[src/rtl/fifo_rd_pkg.sv]
// Shared sizing constants and types for the FIFO read-side stream adapter.
package fifo_rd_pkg;

  localparam int SKID_DEPTH = 2;
  localparam int XFER_CNT_W = 16;

  typedef logic [1:0] occ_t;

  // The credit rule keeps occ within 0..2, so plain 2-bit arithmetic cannot wrap.
  function automatic occ_t occ_next(input occ_t occ, input logic inc, input logic dec);
    return occ + occ_t'(inc) - occ_t'(dec);
  endfunction

endpackage

[src/rtl/fifo_rd_skid_buf.sv]
// Two-entry register skid buffer with 1-bit wrap-around pointers.
// rd_data always comes from registered storage.
module fifo_rd_skid_buf
  import fifo_rd_pkg::*;
#(
  parameter int DataSize = 3
) (
  input  logic                Rclk,
  input  logic                Rresetn,
  input  logic                wr_en,
  input  logic [DataSize-1:0] wr_data,
  input  logic                rd_en,
  output logic [DataSize-1:0] rd_data,
  output occ_t                occ
);

  logic [DataSize-1:0] mem_q [SKID_DEPTH];
  logic [DataSize-1:0] mem_d [SKID_DEPTH];
  logic                wr_ptr_q, wr_ptr_d;
  logic                rd_ptr_q, rd_ptr_d;
  occ_t                occ_q, occ_d;

  always_comb begin
    mem_d    = mem_q;
    wr_ptr_d = wr_ptr_q;
    rd_ptr_d = rd_ptr_q;
    if (wr_en) begin
      mem_d[wr_ptr_q] = wr_data;
      wr_ptr_d        = ~wr_ptr_q;
    end
    if (rd_en) begin
      rd_ptr_d = ~rd_ptr_q;
    end
    occ_d = occ_next(occ_q, wr_en, rd_en);
  end

  always_ff @(posedge Rclk or negedge Rresetn) begin
    if (!Rresetn) begin
      mem_q    <= '{default: '0};
      wr_ptr_q <= 1'b0;
      rd_ptr_q <= 1'b0;
      occ_q    <= '0;
    end else begin
      mem_q    <= mem_d;
      wr_ptr_q <= wr_ptr_d;
      rd_ptr_q <= rd_ptr_d;
      occ_q    <= occ_d;
    end
  end

  assign rd_data = mem_q[rd_ptr_q];
  assign occ     = occ_q;

endmodule

[src/rtl/fifo_rd_stream_adapter.sv]
// Converts the async FIFO Pop/empty/DataOut read port into a valid/ready stream.
// Optional transfer counter port XferCnt is enabled by RD_ADAPT_XFER_CNT_EN.
module fifo_rd_stream_adapter
  import fifo_rd_pkg::*;
#(
  parameter int DataSize = 3
) (
  input  logic                  Rclk,
  input  logic                  Rresetn,
  output logic                  Pop,
  input  logic                  empty,
  input  logic [DataSize-1:0]   DataOut,
  output logic                  m_valid,
  input  logic                  m_ready,
  output logic [DataSize-1:0]   m_data
`ifdef RD_ADAPT_XFER_CNT_EN
  ,
  output logic [XFER_CNT_W-1:0] XferCnt
`endif
);

  logic       infl_q, infl_d;
  logic       hs;
  occ_t       occ;
  logic [2:0] credit;

  assign m_valid = (occ != '0);
  assign hs      = m_valid && m_ready;

  // Pop only when the word it fetches is guaranteed a slot two cycles from now.
  always_comb begin
    credit = {1'b0, occ} + {2'b00, infl_q} - {2'b00, hs};
    Pop    = Rresetn && !empty && (credit < 3'd2);
    infl_d = Pop;
  end

  always_ff @(posedge Rclk or negedge Rresetn) begin
    if (!Rresetn) begin
      infl_q <= 1'b0;
    end else begin
      infl_q <= infl_d;
    end
  end

  fifo_rd_skid_buf #(
    .DataSize(DataSize)
  ) u_skid (
    .Rclk   (Rclk),
    .Rresetn(Rresetn),
    .wr_en  (infl_q),
    .wr_data(DataOut),
    .rd_en  (hs),
    .rd_data(m_data),
    .occ    (occ)
  );

`ifdef RD_ADAPT_XFER_CNT_EN
  logic [XFER_CNT_W-1:0] xfer_cnt_q, xfer_cnt_d;

  always_comb begin
    xfer_cnt_d = xfer_cnt_q + XFER_CNT_W'(hs);
  end

  always_ff @(posedge Rclk or negedge Rresetn) begin
    if (!Rresetn) begin
      xfer_cnt_q <= '0;
    end else begin
      xfer_cnt_q <= xfer_cnt_d;
    end
  end

  assign XferCnt = xfer_cnt_q;
`endif

endmodule

[config.mk]
export PLATFORM = sky130hd
export DESIGN_NAME = fifo_rd_stream_adapter
export DESIGN_NICKNAME = d
export VERILOG_FILES = /design/src/rtl/fifo_rd_pkg.sv /design/src/rtl/fifo_rd_skid_buf.sv /design/src/rtl/fifo_rd_stream_adapter.sv
export SDC_FILE = /design/constraint.sdc
export NUM_CORES = 1
export LEC_CHECK = 0
export ABC_AREA = 0
export CAP_MARGIN = 20
export CORE_AREA = 5 5 42 44
export DETAILED_ROUTE_END_ITERATION = 16
export DIE_AREA = 0 0 47 49
export HOLD_SLACK_MARGIN = 0.06
export PLACE_DENSITY = 0.73
export SLEW_MARGIN = 20
export SYNTH_ARGS = -nofsm -noshare
export SYNTH_HDL_FRONTEND = slang
export SYNTH_SLANG_ARGS = --single-unit
[constraint.sdc]
create_clock -name Rclk -period 2.42 [get_ports Rclk]
set_input_delay 0.484 -clock Rclk [delete_from_list [all_inputs] [get_ports Rclk]]
set_output_delay 0.484 -clock Rclk [all_outputs]
set_load 0.005 [all_outputs]
==> results of run 1 <==
## through the flow
step,cells,area (sq um)
after floorplan,35,503
after global placement,68,678
after detailed placement,68,678
after CTS,73,714
after global routing,75,741
final,75,741
## routing by layer
metal | GRT usage, % | vias up | routed length (um)
li1 | - | 166 | -
met1 | 10.8 | 160 | 366
met2 | 13.1 | 12 | 414
met3 | 3.69 | 4 | 80
met4 | 8.29 | 0 | 35
met5 | 0 | - | 0
## logic make-up after synthesis
kind of cell / after synthesis
muxes: 9
and+or+nand+nor: 4
AOI/OAI and AO/OA: 1
xor gates and xnor gates: 3
buffers and inverters: 4
DFF: 11
adders and majority gates: 3
## path summary, 6_finish.rpt
check                                               to  depth (start not counted)                        start
setup / recovery                                   Pop                          7      u_skid.occ[1]$_DFF_PN0_
hold / removal             u_skid.mem_q[1]$_DFFE_PN0P_                          1  u_skid.mem_q[1]$_DFFE_PN0P_
setup reg to reg                      infl_q$_DFF_PN0_                          7      u_skid.occ[1]$_DFF_PN0_
hold reg to reg            u_skid.mem_q[1]$_DFFE_PN0P_                          1  u_skid.mem_q[1]$_DFFE_PN0P_
max in group asynchronous  u_skid.mem_q[2]$_DFFE_PN0P_                          2                      Rresetn
min in group asynchronous  u_skid.mem_q[1]$_DFFE_PN0P_                          2                      Rresetn
## where the power goes
part	internal (mW)	switching, mW	total (mW)	leakage, nW
Combinational	0.300	0.160	0.460	0.196
Clock	0.0638	0.0617	0.126	0.0150
Sequential	0.277	0.0609	0.338	0.132
Total	0.640	0.283	0.923	0.343
## synthesized netlist by cell type (all sizes together)
cell type	count	area share, %
dfrtp	11	55
fa	1	4.0
ha	2	5.0
inv	4	3.0
mux2	9	20
nand2	2	2.0
nor2b	1	2.7
nor4b	1	1.7
o21a	1	1.5
xnor2	1	1.7
xor2	2	3.5
## worst max-delay path, delay by kind of cell, from the launching register on
| family | cells | cell delay [ns] |
|---|---|---|
| adders and majority gates | 3 | 0.88 |
| DFF | 1 | 0.39 |
| buffers and inverters | 2 | 0.21 |
| and+or+nand+nor | 1 | 0.27 |
| AOI/OAI and AO/OA | 1 | 0.20 |
## sequential cells by signal, summed over array words and instances, names as in the netlist
| register | count |
|---|---|
| u_skid.wr_ptr_q | 1 |
| infl_q | 1 |
| u_skid.rd_ptr_q | 1 |
| u_skid.mem_q | 6 |
| u_skid.occ | 2 |
## layout make-up
| type | count | area, sq um | share of cell area [%] |
|---|---|---|---|
| Clock buffer | 4 | 26.3 | 3.55 |
| Inverter | 4 | 15.0 | 2.03 |
| Multi-Input combinational cell | 20 | 233 | 31.4 |
| Sequential cell | 11 | 275 | 37.2 |
| Tap cell | 16 | 20.0 | 2.70 |
| Timing Repair Buffer | 20 | 171 | 23.1 |
## repair_timing
action	4_1_cts	5_1_grt
pin swaps	4	3
resized for setup	7	2
setup endpoints to repair	1	1
setup buffers	1	2
==> results.cfg, run 1 <==
[clock_network]
cts_tree = done
cts_root_buffer = clkbuf_4
htree_num_levels = 1
insertion_delay_ns = 0.27
hold_buffers = 0
cts.path.max_buffers = 2
cts-buffers-inserted = 3
tritoncts_num_sinks = 11
clk_transition_reported_paths_ns = 0.07

[drt]
routedWlPerCell_um = 12.0
drt-initial-drc-count = 0
residual_antenna_violating_net_count_after_detailed_routing = 0
drc_errors = 0
totalWireLength_um = 897
drtPass1Iterations = 1
via_count = 342
detail_route.vias_per_cell = 4.56

[synth]
synth.net_count = 45
synth_cells = 35
synth.yosys.seq_area_share_pct = 54.7
synth_simple_gate_area_share_pct = 6.47
compound_gate_fraction_of_synth_area_pct = 1.49
syn-cell-area_sq_um = 503
yosysUniqueCellTypes = 13
synthAdderAreaFrac_pct = 8.96
postSynthRegisterBits = 11
synth_top_family_by_area = multiplexers
synth_xor_xnor_area_share_pct = 5.22
ys_warn_count = 0
synth_mux_area_share_pct = 20.1
postSynthAreaPerCell_sq_um = 14.4

[critical_path]
cp.arrival_ns = 2.23
worst_setup_path_end_kind = output port
critical_path.startpoint_type = flop
path_class = flop to output port
critical_path.max_fanout = 2
r2r_setup_slack_ns = 0.42
worst_path_max_stage_delay_ns = 0.46
worst_ep_required_time_ns = 1.94
path_cells = o21a_1 -> ha_1 -> inv_1 -> ha_2 -> fa_2 -> nor4b_4 -> buf_2
slowest_stage = fa_2

[pwr]
total_power_uw = 923
power.ir.vdd_worst_uv = 616
power.density_cell_area_mw_per_mm2 = 1250
leakagePower_nw = 0.343

[global_routing]
grt-ovfl-total = 0
grt_antenna_before_repair = 0
grt_util_all_layers_pct = 9.50
wire_length_of_the_first_global_routing_pass_um = 1490
pin_count_of_the_biggest_net_entering_global_routing = 12
first_global_vias = 363

[cells_and_area]
nFillCells = 134
most-common-layout-cells = 11 x dfrtp_1, 9 x clkdlybuf4s50_1, 9 x buf_4
post-route-util_pct = 52.9
total_number_of_nets_in_the_final_design = 70
flow.area_growth_from_synthesis_pct = 47.3
layout_commonest_cell = dfrtp_1
antennaDiodeCount = 0
layout-drive-gt1-share_pct = 40.7

[status]
outcome = finished with violations
violated_checks = negative setup slack

[floorplanning]
fp-row-count = 14
dieArea_sq_mm = 0.00230
core_sq_mm = 0.00140
design.portCount = 12
die-width_um = 47
die_y_um = 49
start_util_pct = 35.9

[worst_hold_path]
hold_path.class = flop to flop

[sta]
grt_setup_unrepaired = yes
achievable-frequency_ghz = 0.368
setup_viol = 1
worst_clock_skew_ns = 0.00262
timing_hold_violations_final = 0
post-route-worst-setup-slack_ns = -0.295
maxSlewViolCount = 0
worst-slew-pin-transition_ns = 0.263
period_needed_ns = 2.71
finalSetupTns_ns = -0.295
max_slew_margin_pct = 82.4
final_period_utilization_pct = 112
hold-worst-slack_ns = 0.492

[placed_design]
io_buffers = 11
place.detailed.hpwl_um = 664
preCtsSetupSlack_ns = -0.957
place_congestion = 0.716

[run]
cap_violations = 0
Note: power is estimated with default switching activity, not from simulation.
==> run 2, diff against run 1 <==
Clock period 2.42 ns to 3.23 ns, I/O delays scaled along.
==> run 2 against run 1 <==
Against the previous run:
- the flow now finishes without violations
- critical path type is now input pin to output port
- highest routed layer is now met3
- register-to-register slack better by 0.78 ns
- critical endpoint unchanged
- largest cell class unchanged
- critical path depth up 2
- setup slack better by 0.45 ns
- hold slack about the same
==> results.cfg, run 2 (same netlist as run 1, synthesis figures left out) <==
[status]
outcome = finished, final reports clean

[worst_hold_path]
hold_path.class = flop to flop
min_from = u_skid.mem_q[2]$_DFFE_PN0P_
min_path_cells = 1

[cells_and_area]
flow.area_growth_from_synthesis_pct = 39.8
largest_register_by_flop_count = u_skid.mem_q
most-common-layout-cells = 11 x dfrtp_1, 9 x clkdlybuf4s50_1, 6 x mux2_2
flip_flop_count_of_the_largest_register_all_copies_and_words_added = 6
layout_commonest_cell = dfrtp_1
antennaDiodeCount = 0
layout-drive-gt1-share_pct = 35.8
total_number_of_nets_in_the_final_design = 64

[clock_network]
cts.path.max_buffers = 2
hold_buffers = 0
insertion_delay_ns = 0.26
cts_root_buffer = clkbuf_4
htree_num_levels = 1
cts_tree = done
clk_transition_reported_paths_ns = 0.06
cts-buffers-inserted = 3
tritoncts_num_sinks = 11

[critical_path]
worst-path-stages = 9
regToRegStartpoint = u_skid.occ[1]$_DFF_PN0_
cp.arrival_ns = 2.43
worstPathBufferInverterCount = 3
worst_path_max_stage_delay_ns = 0.37
critical_path.max_fanout = 2
worst_setup_path_end_kind = output port
worst_ep_required_time_ns = 2.58
slowest_stage = fa_2
path_class = input pin to output port
depth_of_the_most_critical_reg_to_reg_path = 7
path_cells = dlygate4sd2_1 -> o21a_1 -> ha_1 -> inv_1 -> ha_2 -> fa_2 -> xnor2_2 -> nor4b_4 -> buf_2
timing.critical_path.max_delay_family = adder cells
critical_path.startpoint_type = input pin
worst_setup_path_startpoint = m_ready

[sta]
achievable-frequency_ghz = 0.325
final_period_utilization_pct = 95.2
worst_clock_skew_ns = 0.00125
maxSlewViolCount = 0
finalSetupTns_ns = 0
timing_hold_violations_final = 0
worst-slew-pin-transition_ns = 0.206
max_slew_margin_pct = 86.2
period_needed_ns = 3.07
setup_viol = 0
post-route-worst-setup-slack_ns = 0.155
grt_setup_unrepaired = no

[global_routing]
grt_util_all_layers_pct = 10.3
wire_length_of_the_first_global_routing_pass_um = 1660
grt_antenna_before_repair = 0
grt-ovfl-total = 0
first_global_vias = 388
pin_count_of_the_biggest_net_entering_global_routing = 12

[placed_design]
place.detailed.hpwl_um = 688
place_congestion = 0.671
preCtsSetupSlack_ns = -0.515
io_buffers = 11

[drt]
drc_errors = 0
residual_antenna_violating_net_count_after_detailed_routing = 0
drtPass1Iterations = 2
drt-initial-drc-count = 1
routedWlPerCell_um = 13.0
via_count = 322
detail_route.vias_per_cell = 4.67
totalWireLength_um = 899

[floorplanning]
start_util_pct = 35.9
die-width_um = 47
design.portCount = 12
dieArea_sq_mm = 0.00230
die_y_um = 49
core_sq_mm = 0.00140
fp-row-count = 14

[pwr]
leakagePower_nw = 0.318
power.ir.vdd_worst_uv = 525
power.density_cell_area_mw_per_mm2 = 946
total_power_uw = 665

[run]
cap_violations = 0
-- run 2: cell count changes in the layout (fill, tap and decap cells not counted), sizes merged --
cell / delta
buf: -6
-- run 2: power breakdown --
group | leakage (nW) | internal (mW) | switching, mW | total [mW]
clock network | 0.0150 | 0.0477 | 0.0419 | 0.0896
registers | 0.132 | 0.207 | 0.0581 | 0.265
logic | 0.171 | 0.201 | 0.109 | 0.310
total | 0.318 | 0.456 | 0.209 | 0.665
-- run 2: per-layer routing --
metal  share of wire (%)  GRT usage, %
met2                  49          14.3
met3                 8.9          3.69
met4                   0          6.91
met1                  41          12.9
met5                   0             0
-- run 2: stage by stage --
step / hold WS, ns / utilization, % / std cells / instance area [sq um]
CTS: 0.500 / 50.2 / 69 / 703
finish: 0.492 / 50.2 / 69 / 703
global placement: 0.472 / 46.3 / 64 / 648
global route: 0.519 / 50.2 / 69 / 703
floorplan: 0.350 / - / 35 / 503
detailed placement: 0.475 / 46.3 / 64 / 648
-- run 2: repair_timing --
action | 4_1_cts | 5_1_grt
endpoints found under the setup margin | 1 | 0
setup buffers | 1 | 0
gates resized for setup | 10 | 0
-- run 2: area by class of cell --
type	instances	area (sq um)
Tap cell	16	20.0
Sequential cell	11	275
Fill cell	143	698
Timing Repair Buffer	14	126
Clock buffer	4	26.3
Multi-Input combinational cell	20	240
Inverter	4	15.0
-- run 2: worst paths after layout --
check / end / slack, ns
max: Pop / 0.16
max in group asynchronous: u_skid.mem_q[2]$_DFFE_PN0P_ / 2.32
min reg2reg: u_skid.mem_q[2]$_DFFE_PN0P_ / 0.49
min in group asynchronous: u_skid.occ[1]$_DFF_PN0_ / 0.76
min: u_skid.mem_q[2]$_DFFE_PN0P_ / 0.49
max reg2reg: infl_q$_DFF_PN0_ / 1.20
==> run 3, diff against run 2 <==
Settings changed: CTS_BUF_LIST set to sky130_fd_sc_hd__clkbuf_4.
==> run 3 against run 2 <==
Against the previous run:
- final area is 0.53% higher
- sequential cell count stayed put
- via count stayed put
- wire length is 1.7% lower
- largest cell class unchanged
- largest power group unchanged
- highest routed layer unchanged
==> results.cfg, run 3 (same netlist as run 1, synthesis figures left out) <==
[status]
outcome = finished, final reports clean

[drt]
detail_route.vias_per_cell = 4.67
routedWlPerCell_um = 12.8
drc_errors = 0
drtPass1Iterations = 1
drt-initial-drc-count = 0
residual_antenna_violating_net_count_after_detailed_routing = 0
totalWireLength_um = 884
via_count = 322

[sta]
timing_hold_violations_final = 0
worst-slew-pin-transition_ns = 0.207
period_needed_ns = 3.08
final_period_utilization_pct = 95.2
finalSetupTns_ns = 0
achievable-frequency_ghz = 0.325
grt_setup_unrepaired = no
setup_viol = 0
max_slew_margin_pct = 86.2
worst_clock_skew_ns = 0.000677
post-route-worst-setup-slack_ns = 0.154
maxSlewViolCount = 0

[global_routing]
grt-ovfl-total = 0
first_global_vias = 385
met2_usage_pct = 14.3
grt_util_all_layers_pct = 10.1
grt_antenna_before_repair = 0
grt.met1_usage_pct = 12.2
grt_busiest_layer = met2
use_met3_pct = 3.69
pin_count_of_the_biggest_net_entering_global_routing = 12
wire_length_of_the_first_global_routing_pass_um = 1620

[clock_network]
tritoncts_num_sinks = 11
hold_buffers = 0
cts-buffers-inserted = 3
cts_tree = done
htree_num_levels = 1
cts_root_buffer = clkbuf_4
insertion_delay_ns = 0.26
clk_transition_reported_paths_ns = 0.07
cts.path.max_buffers = 2

[placed_design]
place.detailed.hpwl_um = 688
preCtsSetupSlack_ns = -0.515
io_buffers = 11
place_congestion = 0.671
placedInstanceArea_sq_um = 648

[cells_and_area]
largest_register_by_flop_count = u_skid.mem_q
layout_commonest_cell = dfrtp_1
layout-drive-gt1-share_pct = 37.7
flow.area_growth_from_synthesis_pct = 40.5
most-common-layout-cells = 11 x dfrtp_1, 9 x clkdlybuf4s50_1, 6 x mux2_2
total_number_of_nets_in_the_final_design = 64
antennaDiodeCount = 0
post-route-cell-area_sq_um = 707
flip_flop_count_of_the_largest_register_all_copies_and_words_added = 6

[run]
cap_violations = 0

[critical_path]
worst_setup_path_end_kind = output port
path_cells = dlygate4sd2_1 -> o21a_1 -> ha_1 -> inv_1 -> ha_2 -> fa_2 -> xnor2_2 -> nor4b_4 -> buf_2
worst_path_max_stage_delay_ns = 0.37
r2r_setup_slack_ns = 1.20
worst_ep_required_time_ns = 2.58
cp.arrival_ns = 2.43
cp-endpoint = Pop
worst_setup_path_startpoint = m_ready
critical_path.startpoint_type = input pin
slowest_stage = fa_2
depth_of_the_most_critical_reg_to_reg_path = 7
r2r_end = infl_q$_DFF_PN0_
regToRegStartpoint = u_skid.occ[1]$_DFF_PN0_
critical_path.max_fanout = 2
path_class = input pin to output port

[floorplanning]
die_y_um = 49
design.portCount = 12
dieArea_sq_mm = 0.00230
start_util_pct = 35.9
die-width_um = 47
core_sq_mm = 0.00140
fp-row-count = 14

[pwr]
leakagePower_nw = 0.322
total_power_uw = 673
power.ir.vdd_worst_uv = 527
power.density_cell_area_mw_per_mm2 = 952

[worst_hold_path]
min_path_cells = 1
hold_path.class = flop to flop
run 3: cell count changes in the layout (fill, tap and decap cells not counted):
cell / previous run / this run
clkbuf_1: 1 / 0
clkbuf_4: 3 / 4
run 3: critical path, delay by kind of cell:
kind / cells / cell delay (ns)
adders and majority gates: 3 / 0.82
buffers and inverters: 3 / 0.42
and+or+nand+nor: 1 / 0.27
xor gates and xnor gates: 1 / 0.16
AOI/OAI and AO/OA: 1 / 0.12
run 3: layer usage:
metal  vias to the layer above  part of all wire [%]
met5                         -                     0
met4                         0                     0
met3                         0                   9.0
met2                        10                    50
met1                       158                    41
li1                        154                     -
run 3: worst min-delay path by stage:
stage,startpoint,end,slack [ns]
5_1_grt,u_skid.mem_q[0]$_DFFE_PN0P_,u_skid.mem_q[0]$_DFFE_PN0P_,0.52
4_1_cts,u_skid.mem_q[0]$_DFFE_PN0P_,u_skid.mem_q[0]$_DFFE_PN0P_,0.50
2_1_floorplan,Rresetn,infl_q$_DFF_PN0_,0.35
3_5_place_dp,u_skid.mem_q[0]$_DFFE_PN0P_,u_skid.mem_q[0]$_DFFE_PN0P_,0.48
6_report,u_skid.mem_q[2]$_DFFE_PN0P_,u_skid.mem_q[2]$_DFFE_PN0P_,0.49
3_3_place_gp,u_skid.mem_q[1]$_DFFE_PN0P_,u_skid.mem_q[1]$_DFFE_PN0P_,0.47
run 3: final cells by class:
class / instances / area [sq um]
repair buffers: 14 / 126
multi-input cells: 20 / 240
well taps: 16 / 20.0
inverters: 4 / 15.0
fillers: 143 / 694
clock buffers: 4 / 30.0
flip-flops and latches: 11 / 275
run 3: stage by stage:
stage                     hold slack [ns]  utilization (%)  cells
after floorplan                     0.350                -     35
after global placement              0.472             46.3     64
after detailed placement            0.475             46.3     64
after CTS                           0.499             50.4     69
after global routing                0.515             50.4     69
final                               0.491             50.4     69
run 3: timing repair:
action,in CTS,in global routing
resized for setup,10,0
buffers inserted,1,0
endpoints found under the setup margin,1,0
run 3: where the power goes:
part / switching, mW / internal [mW]
clock network: 0.0424 / 0.0561
logic: 0.108 / 0.201
registers: 0.0578 / 0.207
